===== src/rtl/pll_clk_pkg.sv =====
// Shared constants and helpers for the digital PLL stand-in.
// Holds the legal ranges of the four block parameters and the width and
// phase-preset helpers used by pll_lock_timer and pll_clk_synth.
package pll_clk_pkg;

  localparam int unsigned C0DivMin  = 2;
  localparam int unsigned C0DivMax  = 256;
  localparam int unsigned C0HighMin = 1;
  localparam int unsigned LockMin   = 1;
  localparam int unsigned LockMax   = 65535;

  // Bits needed to hold every value 0..max_val inclusive.
  function automatic int unsigned cnt_width(input int unsigned max_val);
    return (max_val < 2) ? 1 : $clog2(max_val + 1);
  endfunction

  // Bits needed for a phase counter that runs 0..div-1.
  function automatic int unsigned ph_width(input int unsigned div);
    return (div < 3) ? 1 : $clog2(div);
  endfunction

  // Phase counter preset.
  // Choosing (div - phase) % div delays the first high pulse by phase cycles.
  function automatic int unsigned ph_init(input int unsigned div, input int unsigned phase);
    return (div - phase) % div;
  endfunction

endpackage


===== src/rtl/pll_lock_timer.sv =====
// Lock timer for the PLL stand-in.
// Counts clk rising edges after areset_n is released and raises locked once
// LOCK_CYCLES edges have been seen. The counter saturates, so locked stays high
// until the next reset.
// Ports:
//   clk         in   reference clock, rising edge
//   areset_n    in   asynchronous active-low reset
//   locked      out  registered lock flag
//   locked_next out  value locked takes at the coming edge; the divider uses it
//                    to start on the same edge that locked rises
module pll_lock_timer
  import pll_clk_pkg::*;
#(
  parameter int unsigned LOCK_CYCLES = 64
) (
  input  logic clk,
  input  logic areset_n,
  output logic locked,
  output logic locked_next
);

  localparam int unsigned CntW = cnt_width(LOCK_CYCLES);

  if (LOCK_CYCLES < LockMin || LOCK_CYCLES > LockMax) begin : g_bad_lock
    $error("pll_lock_timer: LOCK_CYCLES out of range 1..65535");
  end

  logic [CntW-1:0] cnt_q, cnt_d;
  logic            locked_q, locked_d;

  always_comb begin
    cnt_d = cnt_q;
    if (cnt_q != CntW'(LOCK_CYCLES)) begin
      cnt_d = cnt_q + 1'b1;
    end
    // Set on the edge where the count moves from LOCK_CYCLES-1 to LOCK_CYCLES.
    locked_d = locked_q | (cnt_q == CntW'(LOCK_CYCLES - 1));
  end

  always_ff @(posedge clk or negedge areset_n) begin
    if (!areset_n) begin
      cnt_q    <= '0;
      locked_q <= 1'b0;
    end else begin
      cnt_q    <= cnt_d;
      locked_q <= locked_d;
    end
  end

  assign locked      = locked_q;
  assign locked_next = locked_d;

endmodule


===== src/rtl/pll_clk_synth.sv =====
// Digital stand-in for the system PLL primitive.
// c0 is clk divided by C0_DIV. It is high for C0_HIGH cycles of each period
// and is shifted by C0_PHASE cycles. c0 is held low until the lock timer expires.
// Ports:
//   clk       in   reference clock, rising edge
//   areset_n  in   asynchronous active-low reset
//   clkena    in   c0 enable; 0 holds c0 low while the phase keeps running
//   c0        out  divided clock, registered
//   locked    out  high once LOCK_CYCLES edges have elapsed since reset
module pll_clk_synth
  import pll_clk_pkg::*;
#(
  parameter int unsigned C0_DIV      = 4,
  parameter int unsigned C0_HIGH     = 2,
  parameter int unsigned C0_PHASE    = 0,
  parameter int unsigned LOCK_CYCLES = 64
) (
  input  logic clk,
  input  logic areset_n,
  input  logic clkena,
  output logic c0,
  output logic locked
);

  localparam int unsigned   PhW    = ph_width(C0_DIV);
  localparam logic [PhW-1:0] PhInit = PhW'(ph_init(C0_DIV, C0_PHASE));
  localparam logic [PhW-1:0] PhLast = PhW'(C0_DIV - 1);
  localparam logic [PhW-1:0] PhHigh = PhW'(C0_HIGH);

  if (C0_DIV < C0DivMin || C0_DIV > C0DivMax) begin : g_bad_div
    $error("pll_clk_synth: C0_DIV out of range 2..256");
  end
  if (C0_HIGH < C0HighMin || C0_HIGH >= C0_DIV) begin : g_bad_high
    $error("pll_clk_synth: C0_HIGH out of range 1..C0_DIV-1");
  end
  if (C0_PHASE >= C0_DIV) begin : g_bad_phase
    $error("pll_clk_synth: C0_PHASE out of range 0..C0_DIV-1");
  end

  logic           locked_q;
  logic           locked_next;
  logic [PhW-1:0] ph_q, ph_d;
  logic           c0_q, c0_d;

  pll_lock_timer #(
    .LOCK_CYCLES (LOCK_CYCLES)
  ) u_lock_timer (
    .clk         (clk),
    .areset_n    (areset_n),
    .locked      (locked_q),
    .locked_next (locked_next)
  );

  always_comb begin
    if (locked_q) begin
      ph_d = (ph_q == PhLast) ? '0 : ph_q + 1'b1;
    end else begin
      // Held at the preset while unlocked, so the locking edge lands on PhInit.
      ph_d = PhInit;
    end
    // Decode from the next phase so that c0 stays aligned with ph as registered.
    c0_d = clkena & locked_next & (ph_d < PhHigh);
  end

  always_ff @(posedge clk or negedge areset_n) begin
    if (!areset_n) begin
      ph_q <= '0;
      c0_q <= 1'b0;
    end else begin
      ph_q <= ph_d;
      c0_q <= c0_d;
    end
  end

  assign c0     = c0_q;
  assign locked = locked_q;

endmodule


===== config.mk =====
export PLATFORM = sky130hd
export DESIGN_NAME = pll_clk_synth
export DESIGN_NICKNAME = d
export VERILOG_FILES = /design/src/rtl/pll_clk_pkg.sv /design/src/rtl/pll_lock_timer.sv /design/src/rtl/pll_clk_synth.sv
export SDC_FILE = /design/constraint.sdc
export NUM_CORES = 1
export LEC_CHECK = 0
export ABC_CLOCK_PERIOD_IN_PS = 1400
export CAP_MARGIN = 20
export CORE_AREA = 8 8 45 47
export DETAILED_ROUTE_END_ITERATION = 8
export DIE_AREA = 0 0 53 55
export SYNTH_ARGS = -nofsm -noshare
export SYNTH_HDL_FRONTEND = slang
export SYNTH_SLANG_ARGS = --single-unit

===== constraint.sdc =====
create_clock -name clk -period 1.4 [get_ports clk]
set_clock_uncertainty 0.15 [all_clocks]
set_input_delay 0.21 -clock clk [delete_from_list [all_inputs] [get_ports clk]]
set_output_delay 0.21 -clock clk [all_outputs]
set_load 0.01 [all_outputs]

# ---- After elaboration in Yosys (flattened, before gate mapping)
# Index checks and enable logic that the tools add are counted.
dict set report op_classes {
  order_cmp 1
  bitwise_logic 3
  muxes 2
  add_sub_neg 2
  n_eq_ne 3
}
# cell n
set ops {}
lappend ops {{$add 7x1->7 const B} 1}
lappend ops {{$eq 7x6->1 const B} 1}
lappend ops {{$ne 7x7->1 const B} 1}
lappend ops {{$mux 2} 2}
lappend ops {{$add 2x1->2 const B} 1}
lappend ops {{$and 1x1->1} 2}
lappend ops {{$eq 2x2->1 const B} 1}
lappend ops {{$lt 2x2->1 const B} 1}
lappend ops {{$or 1x1->1} 1}
dict set report totals {
  reg_bits 11
  elab_cells 15
}

# ---- Depth between registers and ports, before layout
dict set report logic_depth {
  depth_word 5
  ltp_mapped 4
  ltp_nobuf 4
}

# ---- Cells and area by module
# A second synthesis with hierarchy kept.
dict set report unflattened {
  hier_cells 38
  area_unflattened_um2 480.5
}
# mod area_each_um2 cells_each instances seq_area_each_um2
set modules_own_cells {}
lappend modules_own_cells {pll_lock_timer 366.6 30 1 200.2}
lappend modules_own_cells {pll_clk_synth 113.9 8 1 75.1}

# ---- Least setup slack after synthesis
# Ideal clock, no wire load.
dict set report synth_path {
  path_type {register to register}
  from {register u_lock_timer.cnt_q[4]}
  to {register u_lock_timer.cnt_q[1]}
  path_stages_with_launch 4
  t_arrival_ns 1.144
  slack_ns -0.019
  required_ns 1.125
  cell_sequence {dfrtp_1 -> nor4_2 -> nand3_2 -> mux2_4}
}
dict set report synth_between {
  elab_chain_len 1
}
# item line
set synth_lines {}
lappend synth_lines {{start, declared} pll_lock_timer.sv:28} ;# logic [CntW-1:0] cnt_q, cnt_d;
lappend synth_lines {{start signal, assigned} pll_lock_timer.sv:45} ;# cnt_q <= cnt_d;
lappend synth_lines {{$ne 7x7->1} pll_lock_timer.sv:33} ;# if (cnt_q != CntW'(LOCK_CYCLES)) begin
# Every way passes these cells.
# A chain may end at the register's enable or synchronous reset.

# ---- Final worst setup path
# Ends and elaborated chain as after synthesis.

==> out/qor.yml <==
clock_network:
  cts_hold_buf: 0
  clock-root-buffer: "clkbuf_4"
  clockBufferDepth: 2
  cts_sinks: 11
  h-tree-depth: 1
  worstSkewPairLatency_ns: 0.26
  cts_tree: "yes"
  clk_pin_slew_ns: 0.07
  cts_made_buffers: 3
cells_and_area:
  drive_gt1_frac: 0.264
  n_antenna_cell: 0
  fillers: 137
  multiInputGateArea_sq_um: 216
  fin_nets: 60
  regArea_sq_um: 275
  instances_no_fill: 69
  area_growth_pct: 28.7
min_path:
  holdCritPathClass: "in -> async"
sta:
  setup_viol: 1
  max_slew.worst_pin.slew_ns: 0.503
  layout_setup_ws_ns: -0.0412
  setup_tns_ns: -0.0412
  period_share: 1.03
  period_needed_ns: 1.44
  report.final.slew_viol_count: 0
  slew_headroom: 0.663
  hold_viol: 0
  hold_ws_ns: 0.130
  max_freq_ghz: 0.694
  rsz0062_at_grt: "true"
floorplanning:
  die_y_microns: 55
  rows: 14
  start_util: 0.353
  die_x_microns: 53
  core_area_sq_um: 1380
  dieArea_sq_um: 2920
  io_pins: 5
routing:
  vias_per_cell: 4.64
  ant_nets: 0
  drt_wl_total_microns: 927
  dr.pass1.iters: 2
  drt_iter0_markers: 3
  wl_per_cell_microns: 13.4
  drc: 0
  vias: 320
power:
  ir_worst_vdd_v: 0.000482
  leakage_nw: 0.290
  cellPowerDensity_nw_per_um2: 867
  p_total_mw: 0.544
synthesis:
  synth_top_cell_area_share: 0.564
  synth_nets: 45
  synth_edf_count: 0
  netlist_top_cells_count: "11 x dfrtp_1, 4 x xnor2_1, 3 x ha_1, 3 x nand3_1"
  ys.flop_type: "dfrtp_1"
  ys_seq_elements: 11
  seq_area_frac_synth: 0.564
  syn_area_sq_um: 488
  ys_async_sr_fraction: 1.00
  synth_area_leaders: "dfrtp_1 56%, ha_1 7.7%, xnor2_1 7.2%"
  avgSynthCellArea_sq_um: 12.5
  syn_inst: 39
  yosysMostFrequentCell: "dfrtp_1"
  yosys.area.top_type: "dfrtp_1"
  ys_warn_count: 0
  synth_cell_types: 20
critical_path:
  cp_slowest_cell: "dfrtp_1"
  crit_fanout: 2
  crit_chain: "nor4_4 > nand3_2 > mux2_4"
  timing.rr.start: "u_lock_timer.cnt_q[4]$_DFFE_PN0P_"
  rr_worst_depth: 3
  critPathLaunch: "u_lock_timer.cnt_q[4]$_DFFE_PN0P_"
  crit_arrival_ns: 1.45
  max_stage_delay_ns: 0.41
  crit_type: "reg -> reg"
  cp-end-kind: "register"
  reg2reg_slack_ns: -0.04
  crit_required_ns: 1.40
  worstSetupStartpointType: "register"
  timing.rr.end: "u_lock_timer.cnt_q[1]$_DFFE_PN0P_"
run_status:
  outcome: "finished with violations"
  violations: "negative setup slack"
global_route:
  grt_pass1_wl_mm: 1.64
  grt_antenna_before_repair: 0
  overflow: 0
  grtUsageTotal: 0.0790
  grt_pass1_vias: 370
  grt_max_degree: 12
place:
  place_inst: 65
  globalplace.congestion: 0.763
  dp_hpwl_microns: 698
  numPortBuffers: 4
  post-place-ws_ns: -0.0601
job:
  maxCapViolCount: 0
## cells in the final DEF, fill, tap and decap left out, types with 2 or more instances in the layout
master,netlist,final
nand3_1,3,3
clkbuf_4,0,3
clkdlybuf4s50_1,0,2
xnor2_1,4,4
dlygate4sd2_1,0,2
nor3_1,2,2
dfrtp_1,11,11
buf_4,0,6
inv_1,2,2
ha_1,3,2
## power by group
part | internal (mW) | leakage (nW) | switching, mW
Clock | 0.110 | 0.0150 | 0.105
Sequential | 0.317 | 0.139 | 0
Combinational | 0.00494 | 0.136 | 0.00642
Total | 0.433 | 0.290 | 0.112
## cell families after synthesis
group,after synthesis,synth area share
adder cells (fa/ha/maj),3,0.0769
XOR/XNOR,5,0.0897
AO/OA/AOI/OAI,3,0.0385
buffers and inverters,2,0.0154
flip-flops,11,0.564
AND/OR/NAND/NOR,14,0.185
multiplexers,1,0.0308
## worst max-delay path, delay by kind of cell (launching register included)
| family | cells | cell delay (ns) |
|---|---|---|
| flops | 1 | 0.41 |
| simple gates | 2 | 0.47 |
| mux | 1 | 0.30 |
## worst max path at each step
| stage | end | depth (start not counted) |
|---|---|---|
| after floorplan | u_lock_timer.cnt_q[1]$_DFFE_PN0P_ | 3 |
| after global placement | u_lock_timer.cnt_q[1]$_DFFE_PN0P_ | 3 |
| after detailed placement | u_lock_timer.cnt_q[1]$_DFFE_PN0P_ | 3 |
| after CTS | u_lock_timer.cnt_q[1]$_DFFE_PN0P_ | 3 |
| after global routing | u_lock_timer.cnt_q[1]$_DFFE_PN0P_ | 3 |
| final | u_lock_timer.cnt_q[1]$_DFFE_PN0P_ | 3 |
## metrics by stage
| stage | cell area (sq um) | utilization |
|---|---|---|
| after floorplan | 488 | - |
| after global placement | 593 | 0.429 |
| after detailed placement | 593 | 0.429 |
| after CTS | 626 | 0.452 |
| after global routing | 628 | 0.454 |
| final | 628 | 0.454 |
## per-layer routing
metal | GRT usage | vias to the layer above | share of wire
met5 | 0 | - | 0
met4 | 0.0647 | 0 | 0.014
met3 | 0.0267 | 2 | 0.046
met2 | 0.119 | 5 | 0.51
met1 | 0.0893 | 152 | 0.43
li1 | - | 161 | -
## cell type report
class | instances | area share
repair buffers | 10 | 0.131
clock buffers | 4 | 0.0418
inverters | 2 | 0.0120
well taps | 16 | 0.0319
multi-input cells | 26 | 0.345
flip-flops and latches | 11 | 0.438
## sequential cells by signal, indices dropped and copies added, names as in the netlist
register,count
u_lock_timer.cnt_q,7
ph_q,2
c0,1
u_lock_timer.locked,1
## repair_timing
action | CTS | global route
setup buffers | 0 | 0
pin swaps | 0 | 0
gates resized for setup | 3 | 1
setup endpoints to repair | 4 | 4
Note: power is estimated with default switching activity, not from simulation.
